File: src/rtl/branch_controller_pkg.sv
// Shared CPU definitions used by the branch controller and its comparator:
// compare-select encodings, controller state encoding and instruction length.
package branch_controller_pkg;

  // Compare-select encodings understood by comparator_unit.
  // Codes 3'b010 and 3'b011 are unassigned and compare false.
  localparam logic [2:0] CMP_OP_EQ  = 3'b000;
  localparam logic [2:0] CMP_OP_NE  = 3'b001;
  localparam logic [2:0] CMP_OP_LT  = 3'b100;
  localparam logic [2:0] CMP_OP_GE  = 3'b101;
  localparam logic [2:0] CMP_OP_LTU = 3'b110;
  localparam logic [2:0] CMP_OP_GEU = 3'b111;

  // Length in bytes of one instruction; the link address is Pc + INSN_LEN.
  localparam int INSN_LEN = 4;

  typedef enum logic [2:0] {
    ST_IDLE     = 3'd0,
    ST_EVAL     = 3'd1,
    ST_DONE     = 3'd2,
    ST_REDIRECT = 3'd3,
    ST_ERROR    = 3'd4
  } state_e;

endpackage

File: src/rtl/branch_controller_comparator.sv
// comparator_unit: shared branch comparator. Pure combinational compare of
// two operands under a CMP_OP_* select; unknown selects compare false.
module comparator_unit
  import branch_controller_pkg::*;
#(
  parameter int XLEN = 32
) (
  input  logic [XLEN-1:0] lhs,
  input  logic [XLEN-1:0] rhs,
  input  logic [2:0]      op,
  output logic            result
);

  // Evaluate the selected relation between the two operands.
  always_comb begin
    // NOTE: assigning a default before the case keeps every path driven, so no latch is inferred.
    result = 1'b0;
    case (op)
      CMP_OP_EQ:  result = (lhs == rhs);
      CMP_OP_NE:  result = (lhs != rhs);
      CMP_OP_LT:  result = ($signed(lhs) <  $signed(rhs));
      CMP_OP_GE:  result = ($signed(lhs) >= $signed(rhs));
      CMP_OP_LTU: result = (lhs <  rhs);
      CMP_OP_GEU: result = (lhs >= rhs);
      default:    result = 1'b0;
    endcase
  end

endmodule

File: src/rtl/branch_controller.sv
// branch_controller: accepts one branch/jump from decode, evaluates it with
// the shared comparator_unit, then either redirects fetch, reports a
// resolution, or flags a misaligned taken target.
// Optional feature: define BRANCH_PREDICT_EN to redirect only on a
// misprediction of i_Predicted_Taken.
module branch_controller
  import branch_controller_pkg::*;
#(
  parameter int XLEN           = 32,
  parameter int RESET_PC_ALIGN = 2
) (
  input  logic            i_Clock,
  input  logic            i_Reset_N,
  input  logic            i_Branch_Valid,
  output logic            o_Branch_Ready,
  input  logic [XLEN-1:0] i_Rs1,
  input  logic [XLEN-1:0] i_Rs2,
  input  logic [XLEN-1:0] i_Pc,
  input  logic [XLEN-1:0] i_Imm,
  input  logic [2:0]      i_Compare_Select,
  input  logic            i_Is_Jal,
  input  logic            i_Is_Jalr,
  input  logic            i_Predicted_Taken,
  input  logic            i_Flush,
  output logic            o_Redirect_Valid,
  input  logic            i_Redirect_Ready,
  output logic [XLEN-1:0] o_Redirect_Target,
  output logic            o_Done,
  output logic            o_Taken,
  output logic [XLEN-1:0] o_Link_Value,
  output logic            o_Misaligned
);

  // Low target bits that must be zero for a taken target.
  localparam logic [XLEN-1:0] ALIGN_MASK =
    XLEN'((64'(1) << RESET_PC_ALIGN) - 64'(1));

  state_e state, state_next;

  // Operands captured at acceptance.
  logic [XLEN-1:0] rs1_q, rs2_q, pc_q, imm_q;
  logic [2:0]      sel_q;
  logic            jal_q, jalr_q;

  // Resolution captured in EVAL; these drive the outputs directly.
  logic            taken_q;
  logic [XLEN-1:0] target_q, link_q;

  // Combinational evaluation of the captured instruction.
  logic            cmp_result;
  logic            accept;
  logic            taken_eval, misaligned_eval, redirect_eval;
  logic [XLEN-1:0] jump_target, link_eval, target_eval;

  assign accept = (state == ST_IDLE) && !i_Flush && i_Branch_Valid;

  comparator_unit #(.XLEN(XLEN)) u_cmp (
    .lhs    (rs1_q),
    .rhs    (rs2_q),
    .op     (sel_q),
    .result (cmp_result)
  );

`ifdef BRANCH_PREDICT_EN
  logic pred_q;
`else
  logic unused_pred;
  assign unused_pred = i_Predicted_Taken;
`endif

  // Capture operands on acceptance; no reset needed since EVAL only reads them after a capture.
  always_ff @(posedge i_Clock) begin
    // NOTE: plain data registers are left unreset; only state that steers control or drives outputs is reset.
    if (accept) begin
      rs1_q  <= i_Rs1;
      rs2_q  <= i_Rs2;
      pc_q   <= i_Pc;
      imm_q  <= i_Imm;
      sel_q  <= i_Compare_Select;
      jal_q  <= i_Is_Jal;
      jalr_q <= i_Is_Jalr;
`ifdef BRANCH_PREDICT_EN
      pred_q <= i_Predicted_Taken;
`endif
    end
  end

  // Resolve direction, target, link and the redirect decision from captured operands.
  always_comb begin
    taken_eval = jal_q || jalr_q || cmp_result;
    link_eval  = pc_q + XLEN'(INSN_LEN);
    if (jalr_q) begin
      jump_target = rs1_q + imm_q;
      jump_target = {jump_target[XLEN-1:1], 1'b0};
    end else begin
      jump_target = pc_q + imm_q;
    end
    misaligned_eval = taken_eval && ((jump_target & ALIGN_MASK) != '0);
`ifdef BRANCH_PREDICT_EN
    redirect_eval = (taken_eval != pred_q);
    target_eval   = taken_eval ? jump_target : link_eval;
`else
    redirect_eval = taken_eval;
    target_eval   = jump_target;
`endif
  end

  // State register with synchronous active-low reset.
  always_ff @(posedge i_Clock) begin
    // NOTE: sequential state uses non-blocking assignments so every register samples pre-edge values.
    if (!i_Reset_N) state <= ST_IDLE;
    else            state <= state_next;
  end

  // Next-state selection; flush overrides everything and returns to IDLE.
  always_comb begin
    state_next = state;
    case (state)
      ST_IDLE:     if (accept) state_next = ST_EVAL;
      ST_EVAL:     state_next = misaligned_eval ? ST_ERROR :
                                redirect_eval   ? ST_REDIRECT : ST_DONE;
      ST_DONE:     state_next = ST_IDLE;
      ST_REDIRECT: if (i_Redirect_Ready) state_next = ST_IDLE;
      ST_ERROR:    state_next = ST_IDLE;
      default:     state_next = ST_IDLE;
    endcase
    if (i_Flush) state_next = ST_IDLE;
  end

  // Register the resolution at the end of EVAL so outputs come from flops.
  always_ff @(posedge i_Clock) begin
    if (!i_Reset_N) begin
      taken_q  <= 1'b0;
      target_q <= '0;
      link_q   <= '0;
    end else if (state == ST_EVAL) begin
      taken_q  <= taken_eval;
      target_q <= target_eval;
      link_q   <= link_eval;
    end
  end

  // Decode handshake and pulse outputs from the current state; flush masks them.
  always_comb begin
    o_Branch_Ready   = (state == ST_IDLE) && !i_Flush;
    o_Redirect_Valid = (state == ST_REDIRECT) && !i_Flush;
    o_Done           = !i_Flush && ((state == ST_DONE) ||
                       ((state == ST_REDIRECT) && i_Redirect_Ready));
    o_Misaligned     = (state == ST_ERROR) && !i_Flush;
  end

  assign o_Taken           = taken_q;
  assign o_Redirect_Target = target_q;
  assign o_Link_Value      = link_q;

endmodule

File: config.mk
export PLATFORM = sky130hd
export DESIGN_NAME = branch_controller
export DESIGN_NICKNAME = d
export VERILOG_FILES = /design/src/rtl/branch_controller_pkg.sv /design/src/rtl/branch_controller_comparator.sv /design/src/rtl/branch_controller.sv
export SDC_FILE = /design/constraint.sdc
export NUM_CORES = 1
export LEC_CHECK = 0
export CAP_MARGIN = 20
export CORE_UTILIZATION = 57
export DETAILED_ROUTE_END_ITERATION = 10
export PLACE_DENSITY = 0.86
export SYNTH_ARGS = -nofsm -noshare
export SYNTH_HDL_FRONTEND = slang
export SYNTH_SLANG_ARGS = --single-unit
File: constraint.sdc
create_clock -name i_Clock -period 9.4 [get_ports i_Clock]
set_input_delay 1.41 -clock i_Clock [delete_from_list [all_inputs] [get_ports i_Clock]]
set_output_delay 1.41 -clock i_Clock [all_outputs]
set_load 0.005 [all_outputs]
### After elaboration in Yosys (flattened, before gate mapping)

Cells that the tools add are included.

| word-level totals | value |
|---|---|
| bits in registers | 201 |
| output and inout port bits | 69 |
| word-level logic and storage cells | 55 |

| operators by class | value |
|---|---|
| add/sub/neg operators | 3 |
| $lt $le $gt $ge | 4 |
| equal/unequal tests | 13 |
| muxes and demuxes | 7 |
| bitwise logic cells | 1 |
| reductions and logical operators | 16 |

Operators with widths:

| operator | count |
|---|---|
| $add A32 B32 Y32 | 2 |
| $ge A32 B32 Y1 | 2 |
| $lt A32 B32 Y1 | 2 |
| $add A32 B3 Y32 const B | 1 |
| $eq A32 B32 Y1 | 1 |
| $mux W32 | 1 |
| $ne A32 B32 Y1 | 1 |
| $reduce_bool A32 Y1 | 1 |
| $eq A3 B3 Y1 const B | 5 |
| $mux W3 | 3 |
| $pmux W3 S3 | 1 |
| $logic_and A1 B1 Y1 | 7 |
| $eq A3 B1 Y1 const B | 2 |
| $eq A3 B2 Y1 const B | 2 |
| $logic_not A3 Y1 | 2 |
| $pmux W1 S6 | 1 |
| $ne A2 B2 Y1 const B | 2 |
| $logic_or A1 B1 Y1 | 3 |
| $reduce_and A2 Y1 | 1 |
| $reduce_or A2 Y1 | 1 |
| $logic_not A1 Y1 | 1 |
| $mux W1 | 1 |
| $not A1 Y1 | 1 |

### Logic depth before layout (Yosys ltp)

Gate-level depths: netlist of run 1.

| depth | value |
|---|---|
| word-level depth | 6 |
| depth in mapped cells | 12 |

### By module

A second synthesis of run 1 with hierarchy kept.

| second synthesis, totals | value |
|---|---|
| cells, all modules | 1077 |
| area, all modules | 11284.6 µm² |

By module, submodules not included:

| module | times used | cells each | area an instance (µm²) |
|---|---|---|---|
| branch_controller | 1 | 947 | 10328.7 |
| comparator_unit | 1 | 130 | 955.9 |

### Least setup slack after synthesis of run 1

No wires, ideal clock.

| path | value |
|---|---|
| path type | input port to flip-flop |
| from | in i_Flush |
| to | reg imm_q[0], enable pin |
| arrival time | 4810 ps |
| required time | 8893 ps |
| path slack | 4083 ps |
| stages | 2 |
| path through | nor4_1 -> and2_1 |

| between the ends | value |
|---|---|
| longest elaborated chain between the ends | 3 |

RTL lines:

| element | RTL line | source |
|---|---|---|
| from (decl) | branch_controller.sv:24 | `input logic i_Flush,` |
| $logic_not A1 Y1 | branch_controller.sv:55 | `assign accept = (state == ST_IDLE) && !i_Flush && i_Branch_Valid;` |
| $logic_and A1 B1 Y1 (2 in a row) | branch_controller.sv:55 |  |
| net accept | branch_controller.sv:51 | `logic accept;` |
| to (signal assigned) | branch_controller.sv:78 | `imm_q <= i_Imm;` |
| to (decl) | branch_controller.sv:41 | `logic [XLEN-1:0] rs1_q, rs2_q, pc_q, imm_q;` |

The timed path passes the listed nets, and every way through them passes these cells.
A chain may end at the register's enable or synchronous reset.

### Final worst setup path of run 1

| path | value |
|---|---|
| from | in i_Flush |
| to | out o_Done |

| between the ends | value |
|---|---|
| longest elaborated chain between the ends | 2 |

RTL lines:

| element | RTL line | source |
|---|---|---|
| $logic_not A1 Y1 | branch_controller.sv:147 | `o_Done = !i_Flush && ((state == ST_DONE) \|\|` |
| $logic_and A1 B1 Y1 | branch_controller.sv:147 |  |
| to (decl) | branch_controller.sv:28 | `output logic o_Done,` |

No other way between the ends.

==> flow_metrics.py, run 1 <==
metrics = {
    "final_layout": {
        "multi_input_comb_area_mm2": 0.005451,
        "diodes": 0,
        "syn2layout_area_growth_pct": 26.77,
        "seq_area_mm2": 0.005355,
        "drive_above_1_share": 0.05023,
        "fillCellCount": 1357,
        "fin_nets": 1515,
    },
    "detailed_routing": {
        "drt.antenna.violating_nets": 0,
        "dr.first_iter.drc_count": 739,
        "drc": 0,
        "routed_via_density": 5.820,
        "routed_wl_um": 27330,
        "wire_per_inst_um": 17.59,
        "first_pass_iters": 5,
        "via_count": 9044,
    },
    "global_route": {
        "grt_usage": 0.2722,
        "grt_start_max_net_pins": 87,
        "grt-ovfl-total": 0,
        "grt_pass1_wl_um": 43110,
        "antenna_found_initial": 0,
        "first_global_vias": 8592,
    },
    "sta": {
        "hold_violations": 0,
        "fin_crit_sh": 0.4487,
        "max_slew_margin": 0.3927,
        "slew_violations": 0,
        "fin_tns_setup_ns": 0,
        "skew_ns": 0.02356,
        "grt_setup_unrepaired": "false",
        "fmax_mhz": 237.1,
        "finalSetupViolCount": 0,
        "worst_pin_slew_ns": 0.9110,
        "min_period_ns": 4.217,
    },
    "setup_path": {
        "crit_start": "i_Flush",
        "crit_buf_inv": 2,
        "crit_family": "buffers and inverters",
        "crit_arrival_ns": 2.81,
        "critPathMaxStageDelay_ns": 0.51,
        "cp-end-kind": "primary output",
        "path_cells": "clkdlybuf4s50_1 > nor2_1 > nand2_1 > a21oi_1 > clkdlybuf4s50_1",
        "start_kind": "input port",
        "slowest_stage": "clkdlybuf4s50_1",
        "path_class": "in -> out",
        "required_ns": 7.99,
        "reg2reg_from": "rs1_q[9]",
        "worstPathMaxFanout": 4,
        "crit_top_cell": "clkdlybuf4s50_1",
    },
    "floorplan": {
        "initial_core_util": 0.5890,
        "dieArea_mm2": 0.02015,
        "die_h_um": 142.0,
        "fp.dieW_um": 142.0,
        "ioPinCount": 208,
        "design.core.area_mm2": 0.01896,
        "rows": 50,
    },
    "clocking": {
        "cts_buffer_depth": 3,
        "cts_tree": "yes",
        "cts.sinks": 201,
        "clock_latency_ns": 0.50,
        "postCtsHoldBufs": 0,
        "cts-htree-levels": 1,
        "cts_resized": 0,
        "cts_root_buffer": "clkbuf_16",
        "cts_setup_buffers": 0,
        "cts_buffers": 21,
        "clkTransAtPathRegs_ns": 0.06,
    },
    "synthesis": {
        "ys.flop_type": "edfxtp_1",
        "yosysWarnings": 0,
        "syn-cell-area_mm2": 0.01117,
        "ys_ff_latch": 201,
        "synth_top_area_cell": "edfxtp_1",
        "async_reset_ff_frac": 0,
        "synth.distinct_cells": 84,
        "synth.area.top_cells": "edfxtp_1, dfxtp_1, ha_1",
        "synth-edff-count": 133,
        "syn_area_per_cell_um2": 10.36,
        "synth_common_cells": "edfxtp_1, ha_1, a21oi_1",
        "synth_nets": 1313,
        "ys_seq_area_frac": 0.4796,
        "yosysMostFrequentCell": "edfxtp_1",
        "syn_inst": 1078,
        "synth_top_area_frac": 0.3577,
    },
    "pwr": {
        "leakagePower_nw": 5.437,
        "design_power_total_mw": 2.241,
        "swShare": 0.2505,
        "pwr-share-comb": 0.172,
        "vdd_drop_max_v": 0.0002339,
        "intPower_mw": 1.680,
        "seqPwrFrac": 0.458,
        "switchingPower_mw": 0.5613,
        "power_density_mw_per_mm2": 158.3,
        "clock_power_share": 0.369,
    },
    "status": {
        "status": "completed",
    },
    "worst_hold_path": {
        "worstHoldStart": "o_Link_Value[0]",
        "hold_path.class": "reg -> reg",
    },
    "place": {
        "gp_congestion": 0.9391,
        "dp_hpwl_um": 20460,
        "port_buffers": 206,
    },
    "job": {
        "maxCapViolCount": 0,
    },
}
worst reg2reg max path, stage by stage, from the launching register on:
cell	delay [ns]
edfxtp_1	0.44
ha_1	0.36
a211oi_1	0.31
o21ai_1	0.14
o211ai_2	0.07
a21oi_1	0.09
a2111o_1	0.39
a21oi_2	0.21
mux2i_1	0.12
a2111oi_2	0.81
o22ai_1	0.13
layout make-up:
cell class | instances | share of cell area
clock buffers | 26 | 0.04137
clock inverters | 11 | 0.007160
inverters | 61 | 0.01618
multi-input cells | 783 | 0.3851
flip-flops and latches | 201 | 0.3783
well taps | 260 | 0.02298
repair buffers | 212 | 0.1489
state kept, by name (all words and copies together), names as in the netlist:
register,flops
imm_q,32
jal_q,1
jalr_q,1
o_Link_Value,32
o_Redirect_Target,32
o_Taken,1
pc_q,32
rs1_q,32
rs2_q,32
sel_q,3
state,3
path summary, 6_finish.rpt:
check	cells past startpoint	slack (ns)	endpoint
min	2	0.46	o_Link_Value[0]
max	5	5.18	o_Done
max reg2reg	10	6.16	state[0]
min reg2reg	2	0.46	o_Link_Value[0]
placed cells by master (no fill, tap or decap), drive strengths merged, types with 5 or more instances in the layout:
cell type        n
clkdlybuf4s50  206
edfxtp         133
ha              94
a21oi           93
nor2            88
o21ai           79
nand2           69
dfxtp           68
inv             60
a211oi          40
xor2            36
xnor2           34
clkbuf          26
nand3           25
a21o            24
nor3            18
nand2b          16
and3            15
nand4           11
or3             11
o211ai          11
a31oi           10
clkinv           9
a311oi           8
mux2i            7
nor4             7
o21a             7
and2             7
o22ai            6
buf              6
nor2b            5
o21bai           5
or2              5
routing by layer:
| metal | up-vias | part of all wire | GRT usage | wire length (µm) |
|---|---|---|---|---|
| li1 | 4421 | - | - | - |
| met1 | 4206 | 0.45 | 0.3915 | 12370 |
| met2 | 359 | 0.44 | 0.4200 | 11960 |
| met3 | 58 | 0.079 | 0.03836 | 2172 |
| met4 | 0 | 0.030 | 0.09847 | 833 |
| met5 | - | 0 | 0 | 0 |
metrics by stage:
step	hold WS (ns)	util	cell area [µm²]	setup slack (ns)	std cells
2_1_floorplan	0.4483	-	11170	4.083	1078
4_1_cts	0.4619	0.7467	14150	5.183	1554
3_3_place_gp	0.4385	0.7105	13470	5.211	1517
6_report	0.4621	0.7467	14150	5.183	1554
5_1_grt	0.4879	0.7467	14150	5.055	1554
3_5_place_dp	0.4513	0.7105	13470	5.185	1517
power groups by stage:
| stage | Sequential (mW) | Clock (mW) | Combinational (mW) |
|---|---|---|---|
| 2_1_floorplan | 1.04 | 0 | 0.230 |
| 3_3_place_gp | 1.04 | 0 | 0.369 |
| 3_5_place_dp | 1.04 | 0 | 0.379 |
| 4_1_cts | 1.03 | 0.840 | 0.384 |
| 5_1_grt | 1.03 | 0.880 | 0.425 |
| 6_report | 1.03 | 0.828 | 0.387 |
cell families (layout without fill, tap and decap cells):
family / count (synthesis) / in the layout / share of synthesized area
compound gates: 318 / 318 / 0.1853
mux: 8 / 8 / 0.007284
simple gates: 291 / 291 / 0.1311
xor+xnor: 70 / 70 / 0.05491
fa+ha+maj: 96 / 96 / 0.1089
flops: 201 / 201 / 0.4796
buf+inv: 94 / 310 / 0.03283
(Power assumes the default switching activity.)
==> run 2: changes to the inputs <==
--- a/config.mk
+++ b/config.mk
@@ -6,9 +6,9 @@
 export NUM_CORES = 1
 export LEC_CHECK = 0
 export CAP_MARGIN = 20
-export CORE_UTILIZATION = 57
+export CORE_UTILIZATION = 48
 export DETAILED_ROUTE_END_ITERATION = 10
-export PLACE_DENSITY = 0.86
+export PLACE_DENSITY = 0.77
 export SYNTH_ARGS = -nofsm -noshare
 export SYNTH_HDL_FRONTEND = slang
 export SYNTH_SLANG_ARGS = --single-unit
==> constraint.sdc (replaced) <==
create_clock -name i_Clock -period 3.7 [get_ports i_Clock]
set_input_delay 0.555 -clock i_Clock [delete_from_list [all_inputs] [get_ports i_Clock]]
set_output_delay 0.555 -clock i_Clock [all_outputs]
set_load 0.005 [all_outputs]
==> flow_metrics.py, run 2 (synthesized netlist as in run 1, its figures left out) <==
metrics = {
    "floorplan": {
        "rows": 55,
        "design.core.area_mm2": 0.02271,
        "fp.dieW_um": 154.5,
        "ioPinCount": 208,
        "initial_core_util": 0.4917,
        "dieArea_mm2": 0.02388,
        "die_h_um": 154.5,
    },
    "setup_path": {
        "path_cells": "ha_1 > a211oi_1 > o211ai_1 > a221oi_2 > o21ai_2 > a41oi_2 > o211ai_1 > a211oi_2 > mux2i_1 > a31oi_1",
        "cp-end-kind": "register",
        "crit_buf_inv": 0,
        "required_ns": 4.07,
        "r2r_end": "o_Redirect_Target[29]",
        "crit_family": "compound AO/OA/AOI/OAI gates",
        "ff2ff_path_depth": 10,
        "crit_start": "pc_q[8]",
        "start_kind": "register",
        "endpoint": "o_Redirect_Target[29]",
        "slowest_stage": "edfxtp_1",
        "worstPathMaxFanout": 6,
        "crit_arrival_ns": 3.46,
        "path_depth": 10,
        "reg2reg_from": "pc_q[8]",
        "path_class": "reg -> reg",
        "reg2reg_slack_ns": 0.60,
        "critPathMaxStageDelay_ns": 0.48,
        "crit_top_cell": "o211ai_1",
    },
    "pwr": {
        "switchingPower_mw": 1.452,
        "swShare": 0.2415,
        "pwr-share-comb": 0.164,
        "clock_power_share": 0.403,
        "leakagePower_nw": 5.513,
        "power_density_mw_per_mm2": 419.2,
        "seqPwrFrac": 0.434,
        "vdd_drop_max_v": 0.0003014,
        "intPower_mw": 4.561,
    },
    "sta": {
        "slew_violations": 0,
        "fmax_mhz": 322.8,
        "min_period_ns": 3.098,
        "hold_violations": 0,
        "max_slew_margin": 0.5854,
        "finalSetupViolCount": 0,
        "fin_tns_setup_ns": 0,
        "worst_pin_slew_ns": 0.6153,
        "grt_setup_unrepaired": "false",
        "skew_ns": 0.01021,
        "fin_crit_sh": 0.8372,
    },
    "final_layout": {
        "layout_commonest_cell": "clkdlybuf4s50_1",
        "drive_above_1_share": 0.05547,
        "diodes": 0,
        "mostFrequentLayoutCells": "clkdlybuf4s50_1, edfxtp_1, ha_1",
        "fin_nets": 1519,
        "syn2layout_area_growth_pct": 28.47,
        "utilization": 0.6317,
    },
    "detailed_routing": {
        "drt.antenna.violating_nets": 0,
        "dr.first_iter.drc_count": 633,
        "drc": 0,
        "routed_wl_um": 27570,
        "wire_per_inst_um": 17.42,
        "via_count": 8873,
        "first_pass_iters": 5,
        "routed_via_density": 5.605,
    },
    "clocking": {
        "cts_setup_buffers": 0,
        "clkTransAtPathRegs_ns": 0.06,
        "clock_latency_ns": 0.50,
        "cts_resized": 0,
        "cts_buffers": 22,
        "cts_tree": "yes",
        "cts.sinks": 201,
        "postCtsHoldBufs": 0,
        "cts_root_buffer": "clkbuf_16",
        "cts_buffer_depth": 3,
        "cts-htree-levels": 1,
    },
    "place": {
        "gp_congestion": 0.8601,
        "dp_hpwl_um": 20920,
        "port_buffers": 206,
    },
    "global_route": {
        "grt_pass1_wl_um": 42790,
        "antenna_found_initial": 0,
        "use_met2": 0.3588,
        "met3_usage": 0.03530,
        "top_usage_layer": "met2",
        "grt_start_max_net_pins": 59,
        "grt-ovfl-total": 0,
        "first_global_vias": 8238,
        "grt_usage": 0.2287,
        "grt_use_met1": 0.3282,
    },
    "worst_hold_path": {
        "hold_path.class": "reg -> reg",
    },
    "job": {
        "maxCapViolCount": 0,
    },
    "status": {
        "status": "completed",
    },
}
-- run 2: worst min path at each step --
stage	startpoint	to	slack [ns]	cells past startpoint
after floorplan	o_Redirect_Target[1]	o_Redirect_Target[1]	0.45	2
after global placement	o_Redirect_Target[7]	o_Redirect_Target[7]	0.44	2
after detailed placement	o_Link_Value[1]	o_Link_Value[1]	0.45	2
after CTS	o_Link_Value[1]	o_Link_Value[1]	0.46	2
after global routing	o_Redirect_Target[0]	o_Redirect_Target[0]	0.48	2
final	o_Link_Value[1]	o_Link_Value[1]	0.45	2
-- run 2: per-layer routing --
layer,up-vias,part of all wire
met2,321,0.44
met1,4076,0.46
met5,-,0
met3,40,0.077
met4,0,0.023
li1,4436,-
-- run 2: final cells by class --
cell class,count,area [µm²]
fillers,1848,8364
multi-input cells,783,5451
flip-flops and latches,201,5355
repair buffers,215,2155
clock buffers,26,586.8
well taps,285,356.6
inverters,61,229.0
clock inverters,12,211.5
-- run 2: power groups by stage --
| stage | sequential [mW] | clock (mW) | combinational [mW] |
|---|---|---|---|
| finish | 2.61 | 2.42 | 0.983 |
| floorplan | 2.63 | 0 | 0.585 |
| CTS | 2.61 | 2.47 | 0.981 |
| global route | 2.62 | 2.56 | 1.08 |
| detailed placement | 2.65 | 0 | 0.971 |
| global placement | 2.65 | 0 | 0.951 |
-- run 2: worst min-delay path: stages, from the launching register on --
cell     delay, ns
dfxtp_1       0.31
nand2_1       0.05
a21oi_1       0.05
-- run 2: metrics by stage --
| stage | power [mW] | area, µm² | hold WS [ns] | setup WS (ns) | cells |
|---|---|---|---|---|---|
| 2_1_floorplan | 3.215 | 11170 | 0.4483 | 0.6997 | 1078 |
| 3_3_place_gp | 3.601 | 13550 | 0.4391 | 0.7125 | 1545 |
| 3_5_place_dp | 3.625 | 13550 | 0.4470 | 0.6998 | 1545 |
| 4_1_cts | 6.062 | 14350 | 0.4554 | 0.6527 | 1583 |
| 5_1_grt | 6.265 | 14350 | 0.4799 | 0.4070 | 1583 |
| 6_report | 6.013 | 14350 | 0.4531 | 0.6024 | 1583 |
